File: config.mk
export PLATFORM = sky130hd
export DESIGN_NAME = prog_counter
export DESIGN_NICKNAME = d
export VERILOG_FILES = /design/src/rtl/prog_counter.sv
export SDC_FILE = /design/constraint.sdc
export NUM_CORES = 1
export LEC_CHECK = 0
export BUFFER_PORTS_ARGS = -buffer_cell sky130_fd_sc_hd__buf_2
export CAP_MARGIN = 10
export CORE_ASPECT_RATIO = 1.25
export CORE_UTILIZATION = 50
export CTS_CLUSTER_DIAMETER = 40
export DETAILED_ROUTE_END_ITERATION = 16
export GPL_ROUTABILITY_DRIVEN = 0
export PLACE_DENSITY_LB_ADDON = 0.25
export SLEW_MARGIN = 20
export SYNTH_ARGS = -nofsm -noshare
export SYNTH_HDL_FRONTEND = slang
export SYNTH_SLANG_ARGS = --single-unit
File: constraint.sdc
create_clock -name clk -period 2.5 [get_ports clk]
set_input_delay 0.125 -clock clk [delete_from_list [all_inputs] [get_ports clk]]
set_output_delay 0.125 -clock clk [all_outputs]
set_load 0.01 [all_outputs]
File: src/rtl/prog_counter.sv
// ---------------------------------------------------------------------------
// prog_counter
//   Up/down modulo counter with a runtime-programmable limit, parallel load,
//   enable, wrap/saturate boundary mode and a registered terminal-count pulse.
//   The count range is 0..limit inclusive.
//
//   Optional feature macro: PROG_COUNTER_PRESCALE_EN
//     When defined, only every PRESCALE-th enabled cycle performs a step.
//     When undefined, every enabled cycle is a step and PRESCALE is ignored.
// ---------------------------------------------------------------------------
module prog_counter #(
   parameter int N         = 8,
   parameter int MAX_COUNT = 255,
   parameter int PRESCALE  = 4
) (
   input  logic         clk,
   input  logic         reset,
   input  logic         en,
   input  logic         up,
   input  logic         load,
   input  logic [N-1:0] load_value,
   input  logic         limit_we,
   input  logic [N-1:0] limit_in,
   input  logic         saturate,
   output logic [N-1:0] count,
   output logic         tc,
   output logic [N-1:0] limit
);

   localparam logic [N-1:0] ONE = N'(1);

   // Reject parameter sets the counter cannot honour at elaboration time.
   if (N < 2 || PRESCALE < 1 || MAX_COUNT < 0 || MAX_COUNT > (2**N - 1)) begin : g_bad_params
      $error("prog_counter: illegal parameter combination");
   end

   logic [N-1:0] count_reg;
   logic [N-1:0] count_next;
   logic         tc_reg;
   logic         tc_next;
   logic [N-1:0] limit_reg;
   logic         step;

`ifdef PROG_COUNTER_PRESCALE_EN
   // Prescaler width is at least one bit so PRESCALE=1 still elaborates;
   // with PRESCALE=1 the terminal value is 0 and every en cycle steps.
   localparam int           PW       = (PRESCALE > 1) ? $clog2(PRESCALE) : 1;
   localparam logic [PW-1:0] PRE_LAST = PW'(PRESCALE - 1);

   logic [PW-1:0] pre_reg;

   assign step = en && (pre_reg == PRE_LAST);

   // Prescaler: counts enabled cycles, restarts after each step or on load.
   always_ff @(posedge clk) begin
      if (reset) begin
         pre_reg <= '0;
      end else if (load) begin
         pre_reg <= '0;
      end else if (en) begin
         pre_reg <= step ? '0 : pre_reg + PW'(1);
      end
   end
`else
   assign step = en;
`endif

   // Next-state decision: load beats step; boundary compare happens before
   // any increment/decrement so the N-bit value never overflows.
   always_comb begin
      count_next = count_reg;
      tc_next    = 1'b0;
      if (load) begin
         count_next = (load_value > limit_reg) ? limit_reg : load_value;
      end else if (step) begin
         if (up) begin
            if (count_reg < limit_reg) begin
               count_next = count_reg + ONE;
            end else begin
               count_next = saturate ? limit_reg : '0;
               tc_next    = 1'b1;
            end
         end else begin
            if (count_reg > limit_reg) begin
               // Limit was lowered below the count: snap to the new top.
               count_next = limit_reg;
            end else if (count_reg != '0) begin
               count_next = count_reg - ONE;
            end else begin
               count_next = saturate ? '0 : limit_reg;
               tc_next    = 1'b1;
            end
         end
      end
   end

   // Count and terminal-count registers.
   always_ff @(posedge clk) begin
      if (reset) begin
         count_reg <= '0;
         tc_reg    <= 1'b0;
      end else begin
         count_reg <= count_next;
         tc_reg    <= tc_next;
      end
   end

   // Limit register: written in parallel with load/step; the write only
   // takes effect for comparisons from the following cycle.
   always_ff @(posedge clk) begin
      if (reset) begin
         limit_reg <= N'(MAX_COUNT);
      end else if (limit_we) begin
         limit_reg <= limit_in;
      end
   end

   assign count = count_reg;
   assign tc    = tc_reg;
   assign limit = limit_reg;

endmodule

[Yosys cells after proc, flatten, opt, wreduce, memory -nomap -nowiden]
Index checks and enable logic that the tools add are counted.
Word-level totals
  register bits: 17
  bits of input ports: 23
  output and inout port bits: 17
  word-level logic and storage cells: 25
Cells by class
  add/sub/neg operators: 2
  $lt $le $gt $ge: 3
  mux-type cells: 13
  bitwise gates (word level): 1
  reductions and logical operators: 3
Operator list (count)
  $mux 8: 9
  $gt 8x8->1: 2
  $add 8x1->8 const B: 1
  $lt 8x8->1: 1
  $reduce_bool 8->1: 1
  $sub 8x1->8 const B: 1
  $mux 1: 4
  $reduce_or 3->1: 1
  $reduce_bool 2->1: 1
  $not 1->1: 1

[Depth between registers and ports, before layout]
Gate-level depths: netlist (run 1).
  word-level depth: 6
  gate-level depth with buffers: 9
  depth with buffers taken out: 8

[Worst setup path after synthesis (run 1)]
Ideal clock, no wire load.
  path type: reg-to-reg
  from: reg limit_reg[7], in the netlist limit[7]
  to: reg count_reg[2], in the netlist count[2]
  library setup time: 137 ps
  arrival: 2106 ps
  data required time: 2363 ps
  path slack: 257 ps
  stages on the path, launching flop included: 10
  path buffers: 1
  clock period less this slack: 2243 ps
  path through: dfxtp_1 > inv_1 > ha_1 > a21oi_1 > o21a_1 > buf_6 > nor2_2 > or3_4 > a221oi_1 > a211oi_1
On the way
  longest elaborated chain between the ends: 5
  elaborated cells between the ends (all ways): 9
  classes of those cells: order compare: 3; mux: 6
RTL lines
  start, declared: RTL line 41  | logic [N-1:0] limit_reg;
  start signal, assigned: RTL line 112  | limit_reg <= N'(MAX_COUNT);
  start signal, assigned: RTL line 114  | limit_reg <= limit_in;
  $gt 8x8->1 / $lt 8x8->1 (equally long branches): RTL line 84, 77
  $mux 8, on equally long branches: RTL line 84, 77
  $mux 8: RTL line 76  | if (up) begin
  $mux 8: RTL line 75  | end else if (step) begin
  $mux 8 (*): RTL line 73  | if (load) begin
  end signal, assigned: RTL line 103  | count_reg <= count_next;
  end, declared: RTL line 37  | logic [N-1:0] count_reg;
Mark *: on every way between the ends. The rest lies on a longest branch, timed or not. The select of a mux whose other input is x is not followed.
A chain may end at the register's enable or synchronous reset.

[Worst setup path in the final report (run 1)]
  from: reg limit_reg[7], in the netlist limit[7]
  to: reg count_reg[4], in the netlist count[4]
Same word-level chain as after synthesis.

==> results of run 1 <==
-- power breakdown --
part	leakage [nW]	internal (mW)	switching, mW
combinational	0.823	0.184	0.253
clock	0.0255	0.111	0.111
sequential	0.142	0.295	0.0211
-- worst min-delay path by stage --
stage / from / to
after floorplan: reset / count[6]
after global placement: limit_in[0] / limit[0]
after detailed placement: limit_in[0] / limit[0]
after CTS: limit_in[0] / limit[0]
after global routing: limit_in[0] / limit[0]
final: limit_in[0] / limit[0]
-- cell type report --
cell class,instances,area [sq um]
timing repair buffer,53,300.3
multi-input combinational,181,1330
sequential,17,340.3
tap,37,46.29
inverter,13,48.80
clock inverter,1,5.005
fill,296,1169
clock buffer,3,41.29
-- cell families (layout without fill, tap and decap cells) --
| group | count (synthesis) | in the layout | share of synthesized area |
|---|---|---|---|
| mux | 7 | 7 | 0.04034 |
| simple gates | 75 | 75 | 0.2215 |
| flops | 17 | 17 | 0.1925 |
| buf+inv | 27 | 70 | 0.07078 |
| compound gates | 69 | 69 | 0.2859 |
| xor+xnor | 11 | 11 | 0.05449 |
| fa+ha+maj | 19 | 19 | 0.1345 |
-- worst max-delay path, cell delays in order, from the launching register on --
cell      delay, ns
dfxtp_1        0.39
inv_1          0.11
ha_1           0.35
a21oi_1        0.27
o21a_1         0.21
nor2_2         0.06
or3_4          0.42
a221oi_1       0.37
a211oi_1       0.08
-- cell usage after synthesis, drive strengths merged (6+ instances only) --
master	instances
nor2	20
a211oi	11
buf	7
mux2i	6
clkbuf	7
nor3	9
dfxtp	17
o31ai	8
inv	13
o211ai	10
nand4	6
o21ai	6
ha	19
a21oi	14
nand2	23
xor2	6
nand3	6
-- repair_timing --
action | 4_1_cts | 5_1_grt
gates resized for setup | 0 | 7
setup endpoints to repair | 0 | 3
buffers inserted | 0 | 1
-- metal layers --
| layer | track usage | wire length, um | vias up |
|---|---|---|---|
| li1 | - | - | 928 |
| met1 | 0.3811 | 2191 | 863 |
| met2 | 0.4789 | 2575 | 90 |
| met3 | 0.05111 | 373 | 11 |
| met4 | 0.1188 | 144 | 0 |
| met5 | 0 | 0 | - |
-- stage by stage --
stage | total power, mW | utilization | setup WS [ns]
after global routing | 1.027 | 0.6438 | -0.06891
after CTS | 0.9567 | 0.6331 | 0.1297
final | 0.9752 | 0.6438 | 0.1036
after detailed placement | 0.7376 | 0.6190 | 0.1672
after global placement | 0.7373 | 0.6190 | 0.1785
after floorplan | 0.6125 | - | 0.2570
==> key figures, run 1 <==
Yosys
  • Syn avg cell area: 7.858 sq um
  • Synth Cell Area: 0.001768 sq mm
  • YS warnings: 0
  • Syn_nets: 267
  • Cell count after synthesis: 225
  • Most used flip-flop cell after synthesis: dfxtp_1
  • Area contributors post-synth: dfxtp_1 (19%), ha_1 (13%), nand2_1 (4.7%)
  • Share of the synthesized area in the top cell type: 0.1925
  • Yosys reg bits: 17
  • Number of distinct library cells after synthesis: 48
  • Post-synth EDFFs: 0
  • Post-synthesis sequential area ratio: 0.1925
  • Synth area leader: dfxtp_1
  • Ys async rst share: 0

Worst setup path
  • Worst-case reg-to-reg path depth: 8
  • Worst r2r src: limit[7]
  • Crit Path Category: reg2reg
  • Critical path endpoint: count[4]
  • R2R Setup Slk: 0.10 ns
  • CP max FO: 5
  • CP endpoint kind: flop
  • Arrival time at the worst endpoint: 2.54 ns
  • CP Data Required Time: 2.64 ns
  • Reg2reg end: count[4]
  • Crit path from: limit[7]
  • Crit start category: flop

Finish
  • Nets@finish: 311
  • Antenna Cells: 0
  • Synthesis-to-finish area growth: 19.46%
  • Fin area: 0.002112 sq mm
  • Commonest non-fill, non-tap cell in the layout: buf_2
  • Post-Layout Cell Count: 305
  • Layout cells sized above 1: 0.2836
  • Most frequent cells in the layout: buf_2 (39), nand2_1 (22), ha_1 (19), dfxtp_1 (17), nor2_1 (16)

CTS
  • CTS buffer count: 3
  • TritonCTS sink count: 17
  • CTS H-Tree Depth: 1
  • Worst skew pair latency: 0.27 ns
  • Max clock buf depth: 2
  • Root Driver: clkbuf_8
  • CTS tree: yes
  • CTS Hold Bufs: 0
  • Clock slew at reported path FFs: 0.08 ns

Placement
  • DP HPWL: 3.928 mm
  • DP Area: 0.002031 sq mm
  • Cells after DPL: 300
  • Port Buffers: 39

Outcome
  • Status: complete, no violations

Floorplanning
  • Initial Util: 0.5389
  • Die ar.: 0.003779 sq mm
  • Die height: 68.48 um
  • I/O pin count: 40
  • Chip Width: 55.19 um
  • Core ar.: 0.003281 sq mm
  • FP Rows: 23

Drt
  • Wirelength per Cell: 17.33 um
  • Antenna-violating nets left: 0
  • Via count of the routed design: 1,892
  • Final WL: 5.286 mm
  • First-pass DRT Iterations: 4
  • DRT iter0 DRCs: 105
  • Avg Vias per Cell: 6.203
  • Drt drc: 0

Timing
  • Hold Fails Final Rpt: 0
  • Final setup fails: 0
  • Hold WS: 0.07192 ns
  • Crit path time final: 2.396 ns
  • Worst-Margin Slew: 0.4006 ns
  • Skew final: 0.006381 ns
  • Rel. slew slack: 0.7324
  • Final slew viol count: 0
  • F_max: 0.4173 GHz
  • Setup TNS: 0 ns
  • Final period util: 0.9586

Run
  • Maxcap violations: 0

Global route
  • First-pass GRT wire length: 8.004 mm
  • Vias in the first global route: 1,722
  • Largest net degree at the start of global routing: 16
  • Tot GR Track Use: 0.2964
  • Initial antenna violation count: 0
  • Total gr overflow: 0

Power
  • Leakage: 0.9896 nW
  • Pwr/cell area: 461.7 mW/mm^2
  • Worst VDD drop: 414.2 uV

Worst hold path
  • Hold Path Class: in2reg
  • Worst hold stages: 3
(Power assumes the default switching activity.)
==> inputs of run 2 (changes only) <==
--- a/config.mk
+++ b/config.mk
@@ -7,7 +7,8 @@
 export LEC_CHECK = 0
 export BUFFER_PORTS_ARGS = -buffer_cell sky130_fd_sc_hd__buf_2
 export CAP_MARGIN = 10
-export CORE_ASPECT_RATIO = 1.25
+export CORE_ASPECT_RATIO = 0.75
+export CORE_MARGIN = 4
 export CORE_UTILIZATION = 50
 export CTS_CLUSTER_DIAMETER = 40
 export DETAILED_ROUTE_END_ITERATION = 16
==> key figures, run 2 (same netlist as run 1, synthesis figures left out) <==
Outcome
  • Status: complete, no violations

Timing
  • Final slew viol count: 0
  • Rel. slew slack: 0.7194
  • Crit path time final: 2.366 ns
  • Final setup fails: 0
  • Final worst slack: 0.1335 ns
  • Final period util: 0.9466
  • Hold Fails Final Rpt: 0
  • Skew final: 0.003187 ns
  • F_max: 0.4226 GHz
  • Hold WS: 0.08099 ns
  • Setup TNS: 0 ns
  • Worst-Margin Slew: 0.4201 ns

CTS
  • CTS Hold Bufs: 0
  • Clock slew at reported path FFs: 0.07 ns
  • CTS H-Tree Depth: 1
  • Worst skew pair latency: 0.26 ns
  • CTS tree: yes
  • TritonCTS sink count: 17
  • Root Driver: clkbuf_8
  • Post-CTS Setup Inserts: 0
  • Post_cts resized: 0
  • CTS buffer count: 3
  • Max clock buf depth: 2

Worst setup path
  • Arrival time at the worst endpoint: 2.50 ns
  • CP max FO: 6
  • Reg2reg end: count[0]
  • Crit Path Category: reg2reg
  • R2R Setup Slk: 0.13 ns
  • Worst r2r src: limit[7]
  • Worst-case reg-to-reg path depth: 8
  • CP endpoint kind: flop
  • Crit start category: flop
  • CP Data Required Time: 2.64 ns

Drt
  • Via count of the routed design: 1,893
  • Drt drc: 0
  • Final WL: 5.196 mm
  • Antenna-violating nets left: 0
  • Avg Vias per Cell: 6.146
  • DRT iter0 DRCs: 94
  • First-pass DRT Iterations: 4
  • Wirelength per Cell: 16.87 um

Worst hold path
  • Worst hold stages: 3
  • Hold Path Sink: limit[7]
  • Hold Path Class: in2reg
  • Hold Crit Start: limit_in[7]

Finish
  • Utilization after layout: 0.6348
  • Fillers: 301
  • Layout cells sized above 1: 0.2836
  • Antenna Cells: 0
  • Sequential standard cell area: 341.6 sq um
  • Fin area: 0.002116 sq mm
  • Most frequent cells in the layout: buf_2 (39), nand2_1 (22), ha_1 (19), nor2_1 (16), dfxtp_1 (16)
  • Commonest non-fill, non-tap cell in the layout: buf_2
  • Synthesis-to-finish area growth: 19.67%
  • Multi-input gate area: 0.001329 sq mm
  • Post-Layout Cell Count: 308
  • Nets@finish: 311

Floorplanning
  • Die height: 59.50 um
  • FP Rows: 18
  • I/O pin count: 40
  • Die ar.: 0.004561 sq mm
  • Core ar.: 0.003333 sq mm
  • Chip Width: 76.66 um
  • Initial Util: 0.5304

Global route
  • Tot GR Track Use: 0.2372
  • First-pass GRT wire length: 8.680 mm
  • Initial antenna violation count: 0
  • Total gr overflow: 0
  • Largest net degree at the start of global routing: 16
  • Vias in the first global route: 1,756

Placement
  • DP HPWL: 4.165 mm
  • DP Area: 0.002042 sq mm
  • Cells after DPL: 304
  • Dpl ws: 0.1586 ns
  • Port Buffers: 39

Power
  • Worst VDD drop: 383.0 uV
  • Pwr Total: 0.9687 mW
  • Pwr/cell area: 457.8 mW/mm^2
  • Leakage: 0.9896 nW

Run
  • Maxcap violations: 0
[run 2: layout make-up]
cell class	count	share of cell area
Clock buffer	3	0.01952
Inverter	13	0.02306
Multi-Input combinational cell	181	0.6280
Timing Repair Buffer	53	0.1419
Clock inverter	1	0.002365
Sequential cell	17	0.1614
Tap cell	40	0.02365
[run 2: power by group]
group          total (mW)  switching (mW)  internal [mW]
Combinational       0.437           0.252          0.185
Sequential          0.315          0.0207          0.295
Clock               0.216           0.105          0.111
Total               0.969           0.378          0.590
[run 2: how the worst max path moves through the flow]
stage	from	end	slack [ns]	depth (start not counted)
final	limit[7]	count[0]	0.13	8
after global routing	limit[1]	count[6]	-0.009	8
after CTS	limit[7]	count[0]	0.11	8
after detailed placement	limit[7]	count[0]	0.16	8
after global placement	limit[7]	count[4]	0.19	8
after floorplan	limit[7]	count[2]	0.26	9
[run 2: per-layer routing]
| layer | wire [um] | global-route usage | vias up |
|---|---|---|---|
| met5 | 0 | 0 | - |
| met4 | 17 | 0.02584 | 0 |
| met3 | 429 | 0.05623 | 4 |
| met2 | 2327 | 0.3846 | 75 |
| met1 | 2422 | 0.3315 | 886 |
| li1 | - | - | 928 |
[run 2: worst max-delay path, cell delays in order, from the launching register on]
cell and delay, ns:
dfxtp_1 0.40, inv_1 0.11, ha_1 0.40, nand4_4 0.20, nor2_4 0.21, a211oi_4 0.08, or3_4 0.43, a221oi_1 0.34
a211oi_1 0.08
==> inputs of run 3 (changes only) <==
--- a/config.mk
+++ b/config.mk
@@ -13,7 +13,7 @@
 export CTS_CLUSTER_DIAMETER = 40
 export DETAILED_ROUTE_END_ITERATION = 16
 export GPL_ROUTABILITY_DRIVEN = 0
-export PLACE_DENSITY_LB_ADDON = 0.25
+export PLACE_DENSITY_LB_ADDON = 0.3
 export SLEW_MARGIN = 20
 export SYNTH_ARGS = -nofsm -noshare
 export SYNTH_HDL_FRONTEND = slang
==> key figures, run 3 (same netlist as run 1, synthesis figures left out) <==
Outcome
  • Status: complete, no violations

CTS
  • Root Driver: clkbuf_8
  • TritonCTS sink count: 17
  • Clock slew at reported path FFs: 0.08 ns
  • CTS Hold Bufs: 0
  • CTS tree: yes
  • Post-CTS Setup Inserts: 0
  • Worst skew pair latency: 0.26 ns
  • Post_cts resized: 0
  • CTS buffer count: 3
  • CTS H-Tree Depth: 1
  • Max clock buf depth: 2

Worst hold path
  • Hold Crit Start: limit_in[1]
  • Hold Path Class: in2reg
  • Hold Path Sink: limit[1]
  • Worst hold stages: 3

Timing
  • Final slew viol count: 0
  • Worst-Margin Slew: 0.4541 ns
  • F_max: 0.4242 GHz
  • Setup TNS: 0 ns
  • Hold Fails Final Rpt: 0
  • Final period util: 0.9430
  • Crit path time final: 2.357 ns
  • Unrepaired setup endpoints after global routing: no
  • Final setup fails: 0
  • Rel. slew slack: 0.6895
  • Skew final: 0.008785 ns

Power
  • Pwr/cell area: 460.4 mW/mm^2
  • Worst VDD drop: 296.3 uV
  • Internal Power: 0.5882 mW
  • Leakage: 0.9905 nW
  • Register share of total power: 0.329
  • Logic pwr share: 0.444
  • Clock power share: 0.227
  • NetSw: 0.3731 mW
  • Switching Fraction: 0.3881

Drt
  • First-pass DRT Iterations: 5
  • Drt drc: 0
  • DRT iter0 DRCs: 121
  • Wirelength per Cell: 16.85 um
  • Antenna-violating nets left: 0
  • Avg Vias per Cell: 6.192
  • Final WL: 5.190 mm
  • Via count of the routed design: 1,907

Finish
  • Synthesis-to-finish area growth: 18.12%
  • Commonest non-fill, non-tap cell in the layout: buf_2
  • Antenna Cells: 0
  • Nets@finish: 311
  • Utilization after layout: 0.6265
  • Most frequent cells in the layout: buf_2 (39), nand2_1 (22), ha_1 (19), dfxtp_1 (17), nor2_1 (16)
  • Layout cells sized above 1: 0.2724

Global route
  • Vias in the first global route: 1,834
  • Initial antenna violation count: 0
  • Largest net degree at the start of global routing: 16
  • Tot GR Track Use: 0.2423
  • Total gr overflow: 0
  • First-pass GRT wire length: 8.825 mm

Worst setup path
  • Worst-case reg-to-reg path depth: 8
  • CP endpoint kind: flop
  • Reg2reg end: count[2]
  • Crit path from: limit[6]
  • R2R Setup Slk: 0.14 ns
  • CP max FO: 6
  • Arrival time at the worst endpoint: 2.50 ns
  • Crit start category: flop
  • Worst r2r src: limit[6]
  • Crit Path Category: reg2reg
  • CP Data Required Time: 2.65 ns

Floorplanning
  • Core ar.: 0.003333 sq mm
  • Chip Width: 76.66 um
  • Initial Util: 0.5304
  • FP Rows: 18
  • I/O pin count: 40
  • Die height: 59.50 um
  • Die ar.: 0.004561 sq mm

Placement
  • Port Buffers: 39
  • DP HPWL: 4.215 mm

Run
  • Maxcap violations: 0
## run 3: cell counts in the layout (fill, tap and decap cells not counted)
Identical to the previous run, type by type.
## run 3: worst max path at each step
stage                to  slack (ns)  depth (start not counted)
3_5_place_dp   count[6]        0.18                          8
3_3_place_gp   count[6]        0.20                          7
6_report       count[2]        0.14                          8
2_1_floorplan  count[2]        0.26                          9
4_1_cts        count[6]        0.17                          8
5_1_grt        count[2]        0.01                          8
## run 3: area by class of cell
cell class / count / area (sq um)
flip-flops and latches: 17 / 340.3
clock buffers: 3 / 41.29
well taps: 40 / 50.05
clock inverters: 1 / 5.005
repair buffers: 53 / 300.3
inverters: 13 / 48.80
multi-input cells: 181 / 1303
fillers: 312 / 1245
## run 3: layer usage
metal | share of wire | vias up | global-route usage
met2 | 0.43 | 92 | 0.3846
met4 | 0.017 | 0 | 0.05943
met1 | 0.47 | 884 | 0.3382
met3 | 0.091 | 10 | 0.04863
met5 | 0 | - | 0
li1 | - | 921 | -
## run 3: critical path, stage by stage (launching register included)
cell      delay [ns]
dfxtp_1         0.39
inv_1           0.12
ha_1            0.35
nand4_2         0.20
nor2_2          0.25
a211oi_2        0.11
or3_4           0.43
a221oi_1        0.33
a211oi_1        0.08
## run 3: power by group through the flow
stage,Sequential (mW),Combinational (mW),Clock [mW]
after detailed placement,0.322,0.420,0
after CTS,0.316,0.423,0.222
after floorplan,0.339,0.274,0
after global routing,0.319,0.475,0.231
after global placement,0.321,0.416,0
final,0.316,0.427,0.218
## run 3: per-stage QoR
step | hold slack, ns | worst slack (ns) | total power, mW | area (sq um) | std cells
5_1_grt | 0.08256 | 0.01309 | 1.025 | 2088 | 308
4_1_cts | 0.07168 | 0.1659 | 0.9608 | 2088 | 308
3_5_place_dp | 0.3447 | 0.1845 | 0.7418 | 2042 | 304
6_report | 0.07169 | 0.1425 | 0.9613 | 2088 | 308
3_3_place_gp | 0.3372 | 0.2040 | 0.7374 | 2042 | 304
2_1_floorplan | 0.1929 | 0.2570 | 0.6125 | 1768 | 225
